$ cat src/rtl/mem_port_pkg.sv
// Shared types and default widths for the memory port sequencer.
// The state encoding is shared so a bench or wrapper can decode it consistently.
package mem_port_pkg;

    localparam int MEM_ADDR_WIDTH = 9;
    localparam int MEM_DATA_WIDTH = 32;
    localparam int MEM_LEN_WIDTH  = 4;

    typedef enum logic [1:0] {
        IDLE     = 2'd0,
        RD_ISSUE = 2'd1,
        RD_DATA  = 2'd2,
        WR       = 2'd3
    } port_state_t;

endpackage

$ cat src/rtl/mem_port_ctrl.sv
// Initiator-side sequencer for the 512 x 32 synchronous RAM: walks single or burst
// load/store requests over sequential addresses and streams load words back.
module mem_port_ctrl
    import mem_port_pkg::*;
#(
    parameter int ADDR_WIDTH = MEM_ADDR_WIDTH,
    parameter int DATA_WIDTH = MEM_DATA_WIDTH,
    parameter int LEN_WIDTH  = MEM_LEN_WIDTH
) (
    input  logic                  clock,
    input  logic                  clear_n,
    input  logic                  req_valid,
    output logic                  req_ready,
    input  logic                  req_write,
    input  logic [ADDR_WIDTH-1:0] req_addr,
    input  logic [LEN_WIDTH-1:0]  req_len,
    input  logic                  wr_valid,
    output logic                  wr_ready,
    input  logic [DATA_WIDTH-1:0] wr_data,
    output logic                  rd_valid,
    input  logic                  rd_ready,
    output logic [DATA_WIDTH-1:0] rd_data,
    output logic                  busy,
    output logic                  done,
    output logic                  ram_read,
    output logic                  ram_write,
    output logic [ADDR_WIDTH-1:0] ram_address,
    output logic [DATA_WIDTH-1:0] ram_data,
    input  logic [DATA_WIDTH-1:0] ram_data_output
);

    localparam logic [ADDR_WIDTH-1:0] ADDR_ONE = ADDR_WIDTH'(1);
    localparam logic [LEN_WIDTH-1:0]  LEN_ONE  = LEN_WIDTH'(1);

    port_state_t           state;
    logic [ADDR_WIDTH-1:0] cur_addr;
    logic [LEN_WIDTH-1:0]  beats_left;

    // Address increment relies on natural wrap of the ADDR_WIDTH counter (511 -> 0).
    always_ff @(posedge clock or negedge clear_n) begin
        if (!clear_n) begin
            state      <= IDLE;
            cur_addr   <= '0;
            beats_left <= '0;
            done       <= 1'b0;
        end else begin
            done <= 1'b0;
            case (state)
                IDLE: begin
                    if (req_valid) begin
                        cur_addr   <= req_addr;
                        beats_left <= req_len;
                        state      <= req_write ? WR : RD_ISSUE;
                    end
                end
                RD_ISSUE: begin
                    state <= RD_DATA;
                end
                RD_DATA: begin
                    if (rd_ready) begin
                        if (beats_left == '0) begin
                            state <= IDLE;
                            done  <= 1'b1;
                        end else begin
                            cur_addr   <= cur_addr + ADDR_ONE;
                            beats_left <= beats_left - LEN_ONE;
                            state      <= RD_ISSUE;
                        end
                    end
                end
                WR: begin
                    if (wr_valid) begin
                        if (beats_left == '0) begin
                            state <= IDLE;
                            done  <= 1'b1;
                        end else begin
                            cur_addr   <= cur_addr + ADDR_ONE;
                            beats_left <= beats_left - LEN_ONE;
                        end
                    end
                end
                default: state <= IDLE;
            endcase
        end
    end

    // Everything below decodes the registered state, so strobes fall as soon as
    // clear_n asserts. The RAM holds its output, so read data is passed straight through.
    assign req_ready   = (state == IDLE);
    assign busy        = (state != IDLE);
    assign wr_ready    = (state == WR);
    assign rd_valid    = (state == RD_DATA);
    assign ram_read    = (state == RD_ISSUE);
    assign ram_write   = (state == WR) && wr_valid;
    assign ram_address = cur_addr;
    assign ram_data    = (state == WR) ? wr_data : '0;
    assign rd_data     = ram_data_output;

endmodule

$ cat config.mk
export PLATFORM = sky130hd
export DESIGN_NAME = mem_port_ctrl
export DESIGN_NICKNAME = d
export VERILOG_FILES = /design/src/rtl/mem_port_pkg.sv /design/src/rtl/mem_port_ctrl.sv
export SDC_FILE = /design/constraint.sdc
export NUM_CORES = 1
export LEC_CHECK = 0
export CAP_MARGIN = 30
export CORE_MARGIN = 2
export CORE_UTILIZATION = 30
export DETAILED_ROUTE_END_ITERATION = 10
export PLACE_DENSITY_LB_ADDON = 0.08
export REMOVE_ABC_BUFFERS = 1
export SLEW_MARGIN = 20
export SYNTH_ARGS = -nofsm -noshare
export SYNTH_HDL_FRONTEND = slang
export SYNTH_SLANG_ARGS = --single-unit
export TNS_END_PERCENT = 5
$ cat constraint.sdc
create_clock -name clock -period 4.7 [get_ports clock]
set_input_delay 0.47 -clock clock [delete_from_list [all_inputs] [get_ports clock]]
set_output_delay 0.47 -clock clock [all_outputs]
set_load 0.02 [all_outputs]
==> reports/qor.yml, run 1 <==
clocking:
  cts_setup_buffers: 0
  numCtsBuffers: 3
  cts_hold_buf: 0
  cts_tree: "built"
  cts_buffer_depth: 2
  cts-resized-gates: 0
  cts_htree_levels: 1
  cts_root_buf: "clkbuf_8"
  path_clk_slew_ns: 0.06
  clock_latency_ns: 0.25
  clock_sinks: 16
timing:
  fmax_mhz: 350
  period_minus_slack_ns: 2.86
  tightest_slew_ns: 0.778
  hold_violations: 0
  rsz0062_at_grt: "no"
  drv_slew: 0
  skew_ns: 0.00333
  setup_viol: 0
  tns_ns: 0
  fin_crit_sh_pct: 60.9
  relSlewSlack_pct: 48.0
final_layout:
  final_cells: 305
  diodes: 0
  n_fill_cell: 481
  drive_above_1_share_pct: 5.04
  synthToLayoutAreaGrowth_pct: 56.6
  nNetsFinal: 325
grt:
  grt_pass1_vias: 1391
  grt-ovfl-total: 0
  grt_pass1_wl_um: 7700
  grt_usage_pct: 19.1
  antenna_found_initial: 0
  grt_max_degree: 44
yosys:
  synth_seq_cells: 16
  avgSynthCellArea_um2: 8.26
  synth_area_um2: 1480
  synth-main-ff-cell: "dfrtp_1"
  synth_cells: 179
  async_reset_ff_share_pct: 100
  synth-edff-count: 0
  yosys.area_share.adder_pct: 1.69
  muxShareOfSynthArea_pct: 4.40
  synth_top_family_by_area: "simple AND/OR/NAND/NOR gates"
  yosysSeqAreaShare_pct: 27.1
  synth-xor-area-share_pct: 0
  yosys.area_share.simple_pct: 31.7
  ys_types: 40
  yosysWarnings: 0
  synth_compound_area_share_pct: 13.3
critical_path:
  cp.arrival_ns: 2.39
  cp.required_ns: 4.23
  start_kind: "register"
  slowest_stage: "dfrtp_1"
  critPathMaxStageDelay_ns: 0.82
  crit_type: "register to output port"
  worstSetupEndpointType: "output port"
  path_max_fanout: 35
  crit_family: "buffers and inverters"
  crit_path_cell_trace: "buf_4 > inv_2 > nor2_1 > clkdlybuf4s50_1"
  worst-path-stages: 4
  crit_buf_inv: 3
  ff2ff_path_depth: 5
detailed_routing:
  drt_iter0_drc: 52
  drt_pre_antenna_iters: 4
  routedWlPerCell_um: 17.7
  routed_via_density: 5.01
  ant_nets: 0
  vias: 1528
  drt-total-wl_um: 5390
  route.detailed.drc: 0
placement:
  dpl.cell_count: 301
  hpwl_um: 4200
  io_buffer_count: 98
  globalplace.congestion: 0.796
floorplanning:
  coreArea_um2: 4720
  fp.dieW_um: 74.2
  start_util_pct: 31.3
  row_count: 25
  ios: 163
  dieArea_um2: 5500
  die_h_um: 74.2
worst_hold_path:
  min_path_type: "register to register"
  hold_depth: 2
pwr:
  peakVddDrop_mv: 0.247
  p_leak_nw: 1.01
  p_per_area_nw_per_um2: 600
job:
  cap_violations: 0
outcome:
  status: "completed"
state kept, by name (all words and copies together), names as in the netlist:
register and cells:
state 2, beats_left 4, ram_address 9, done 1
final cells by class:
type / instances / area [um^2] / share of cell area [%]
multi-input cells: 111 / 754 / 32.6
inverters: 8 / 30.0 / 1.30
repair buffers: 100 / 1000 / 43.4
well taps: 67 / 83.8 / 3.62
flip-flops and latches: 16 / 400 / 17.3
clock buffers: 3 / 41.3 / 1.78
cell families after synthesis:
family / after synthesis
compound gates: 24
fa+ha+maj: 2
buf+inv: 52
flops: 16
mux: 6
simple gates: 79
per-layer routing:
layer / track usage [%] / routed length (um) / up-vias
met2: 23.4 / 1950 / 107
met4: 4.24 / 26 / 0
met1: 27.3 / 2500 / 690
met3: 12.5 / 909 / 2
met5: 0 / 0 / -
li1: - / - / 729
worst paths after layout:
path                            slack, ns                 startpoint                          to
max in group asynchronous            3.54                    clear_n   beats_left[2]$_DFFE_PN0P_
worst max register to register       2.31       state[1]$_DFFE_PN0P_  ram_address[6]$_DFFE_PN0P_
worst min-delay path                 0.54  beats_left[1]$_DFFE_PN0P_   beats_left[1]$_DFFE_PN0P_
worst max-delay path                 1.84       state[1]$_DFFE_PN0P_                    rd_valid
worst min register to register       0.54  beats_left[1]$_DFFE_PN0P_   beats_left[1]$_DFFE_PN0P_
min in group asynchronous            0.68                    clear_n  ram_address[5]$_DFFE_PN0P_
synthesized netlist by cell type, drive strengths merged (2+ instances only):
cell type	number	area, um^2
a21oi	2	10.0
inv	8	30.0
nand4	2	12.5
nand3	7	47.6
dfrtp	16	400
ha	2	25.0
nor3b	2	20.0
buf	34	255
nand2	14	52.6
nor2b	2	12.5
nor2	5	18.8
or3b	2	20.0
nor3	2	10.0
and3	35	219
clkbuf	10	37.5
and4	2	17.5
a32oi	4	35.0
or3	3	18.8
nor4	2	12.5
o21ai	6	30.0
mux2i	5	50.1
cells in the final DEF (no fill, tap or decap), types with 2 or more instances in the layout:
| cell | instances |
|---|---|
| nand3_1 | 6 |
| clkbuf_8 | 3 |
| o21ai_0 | 2 |
| nor2_1 | 5 |
| or3_1 | 3 |
| mux2i_1 | 5 |
| o21ai_1 | 4 |
| and4_1 | 2 |
| nand2_1 | 14 |
| inv_1 | 7 |
| a32oi_1 | 4 |
| and3_1 | 35 |
| nor3_1 | 2 |
| ha_1 | 2 |
| nand4_1 | 2 |
| clkdlybuf4s50_1 | 98 |
| dfrtp_1 | 16 |
| nor4_1 | 2 |
| nor2b_1 | 2 |
| a21oi_1 | 2 |
power breakdown:
part / switching [mW] / internal, mW / total (mW)
Sequential: 0.106 / 0.202 / 0.308
Clock: 0.0479 / 0.0568 / 0.105
Combinational: 0.489 / 0.486 / 0.975
Total: 0.643 / 0.745 / 1.39
worst min-delay path, stage by stage (launching register included):
cell,delay [ns]
dfrtp_1,0.37
nand2_1,0.06
o21ai_1,0.07
per-stage QoR:
stage	worst slack [ns]	util [%]	power, mW	cell area, um^2	hold slack [ns]
6_report	1.84	49.0	1.39	2310	0.539
5_1_grt	1.64	49.0	1.50	2310	0.564
4_1_cts	1.79	48.7	1.38	2300	0.539
3_5_place_dp	2.07	47.8	1.28	2260	0.521
3_3_place_gp	2.08	47.8	1.27	2260	0.509
2_1_floorplan	2.58	-	0.849	1180	0.174
Power figures use the tool's default switching activity.
==> run 2: changes to the inputs <==
--- a/config.mk
+++ b/config.mk
@@ -7,7 +7,7 @@
 export LEC_CHECK = 0
 export CAP_MARGIN = 30
 export CORE_MARGIN = 2
-export CORE_UTILIZATION = 30
+export CORE_UTILIZATION = 28
 export DETAILED_ROUTE_END_ITERATION = 10
 export PLACE_DENSITY_LB_ADDON = 0.08
 export REMOVE_ABC_BUFFERS = 1
==> constraint.sdc (replaced) <==
create_clock -name clock -period 2.8 [get_ports clock]
set_input_delay 0.28 -clock clock [delete_from_list [all_inputs] [get_ports clock]]
set_output_delay 0.28 -clock clock [all_outputs]
set_load 0.02 [all_outputs]
==> reports/qor.yml, run 2 (synthesized netlist as in run 1, its figures left out) <==
final_layout:
  layout_commonest_cell: "clkdlybuf4s50_1"
  final_cells: 312  # +2.3%
  diodes: 0  # unchanged
  drive_above_1_share_pct: 6.61  # +1.6 points
  synthToLayoutAreaGrowth_pct: 58.8
  final_cell_mix: "clkdlybuf4s50_1, and3_1, dfrtp_1, nand2_1, inv_1"
  largest_reg_flops: 9  # unchanged
  nNetsFinal: 328  # +0.92%
clocking:
  cts_buffer_depth: 2  # unchanged
  numCtsBuffers: 3  # unchanged
  cts_root_buf: "clkbuf_8"
  clock_sinks: 16  # unchanged
  cts_hold_buf: 0  # unchanged
  cts_tree: "built"
  cts-resized-gates: 0  # unchanged
  cts_setup_buffers: 0  # unchanged
  path_clk_slew_ns: 0.07  # about the same
  clock_latency_ns: 0.26  # about the same
  cts_htree_levels: 1  # unchanged
grt:
  grt.met3_usage_pct: 14.1  # +1.6 points
  grt_busiest_layer: "met1"
  grt.met2_usage_pct: 23.5  # +0.13 points
  grt_usage_pct: 20.1  # +1.1 points
  grt-ovfl-total: 0  # unchanged
  met1_usage_pct: 29.2  # +2.0 points
  grt_max_degree: 23  # -48%
  grt_pass1_vias: 1529  # +9.9%
  antenna_found_initial: 0  # unchanged
  grt_pass1_wl_um: 9090  # +18%
pwr:
  p_leak_nw: 1.03  # +1.9%
  peakVddDrop_mv: 0.406  # +64%
  p_per_area_nw_per_um2: 1020  # +71%
  power_mw: 2.40  # +73%
floorplanning:
  ios: 163  # unchanged
  row_count: 26  # +4.0%
  coreArea_um2: 5110  # +8.1%
  start_util_pct: 28.9  # -2.4 points
  die_h_um: 76.6  # +3.3%
  fp.dieW_um: 76.6  # +3.3%
  dieArea_um2: 5870  # +6.8%
placement:
  hpwl_um: 4570  # +8.9%
  globalplace.congestion: 0.699  # -12%
  dpl.cell_count: 308  # +2.3%
  dp_slack_ns: 0.686  # -1.39 ns
  io_buffer_count: 98  # unchanged
detailed_routing:
  routedWlPerCell_um: 19.0  # +7.3%
  routed_via_density: 5.09  # +1.5%
  ant_nets: 0  # unchanged
  drt_iter0_drc: 61  # +17%
  drt-total-wl_um: 5920  # +9.7%
  vias: 1587  # +3.9%
  route.detailed.drc: 0  # unchanged
  drt_pre_antenna_iters: 4  # unchanged
critical_path:
  worstSetupEndpointType: "output port"
  path_max_fanout: 22  # -37%
  start_kind: "register"
  r2r_setup_slack_ns: 0.75  # -1.56 ns
  crit_type: "register to output port"
  cp.required_ns: 2.52  # -1.71 ns
  cp.arrival_ns: 2.05  # -0.34 ns
timing:
  rsz0062_at_grt: "no"
  relSlewSlack_pct: 44.5  # -3.5 points
  skew_ns: 0.00200  # -0.00133 ns
  drv_slew: 0  # unchanged
  period_minus_slack_ns: 2.33
  fin_crit_sh_pct: 83.3
  tns_ns: 0  # unchanged
  setup_viol: 0  # unchanged
  fmax_mhz: 429
  tightest_slew_ns: 0.830  # +0.0529 ns
  fin_ws_ns: 0.467  # -1.37 ns
  hold_violations: 0  # unchanged
worst_hold_path:
  min_path_type: "input pin to async pin"
job:
  cap_violations: 0  # unchanged
outcome:
  status: "completed"
## run 2: changes by cell type in the layout (fill, tap and decap cells not counted)
cell and change:
clkbuf_8 +1, buf_8 -1, buf_4 +4
## run 2: report_power, final
group	internal, mW	switching (mW)	leakage (nW)
registers	0.339	0.173	0.187
logic	0.832	0.844	0.815
clock network	0.125	0.0901	0.0288
## run 2: final timing paths
| path | from | endpoint | cells after the start |
|---|---|---|---|
| worst min register to register | beats_left[1]$_DFFE_PN0P_ | beats_left[1]$_DFFE_PN0P_ | 2 |
| min in group clock | beats_left[1]$_DFFE_PN0P_ | beats_left[1]$_DFFE_PN0P_ | 2 |
| max in group asynchronous | clear_n | ram_address[6]$_DFFE_PN0P_ | 1 |
| worst min-delay path | clear_n | ram_address[2]$_DFFE_PN0P_ | 1 |
| worst max register to register | state[0]$_DFFE_PN0P_ | ram_address[7]$_DFFE_PN0P_ | 4 |
| worst max-delay path | state[1]$_DFFE_PN0P_ | ram_data[6] | 3 |
## run 2: area by class of cell
type | instances | area (um^2)
clock buffer | 4 | 55.1
multi-input combinational | 111 | 754
sequential | 16 | 400
timing repair buffer | 103 | 1020
inverter | 8 | 30.0
tap | 70 | 87.6
fill | 535 | 2760
## run 2: routing by layer
metal | vias to the layer above | share of wire, %
li1 | 736 | -
met1 | 708 | 47
met2 | 138 | 34
met3 | 5 | 18
met4 | 0 | 0.68
met5 | - | 0
## run 2: through the flow
stage,utilization [%],instance area (um^2),hold WS [ns]
after floorplan,-,1180,-0.0156
after global placement,44.9,2290,0.509
final,45.9,2350,0.501
after global routing,45.9,2350,0.550
after detailed placement,44.9,2290,0.534
after CTS,45.9,2350,0.519
## run 2: critical path: stages, from the launching register on
cell and delay [ns]:
dfrtp_1 0.68, buf_4 0.31, and3_1 0.19, clkdlybuf4s50_1 0.62
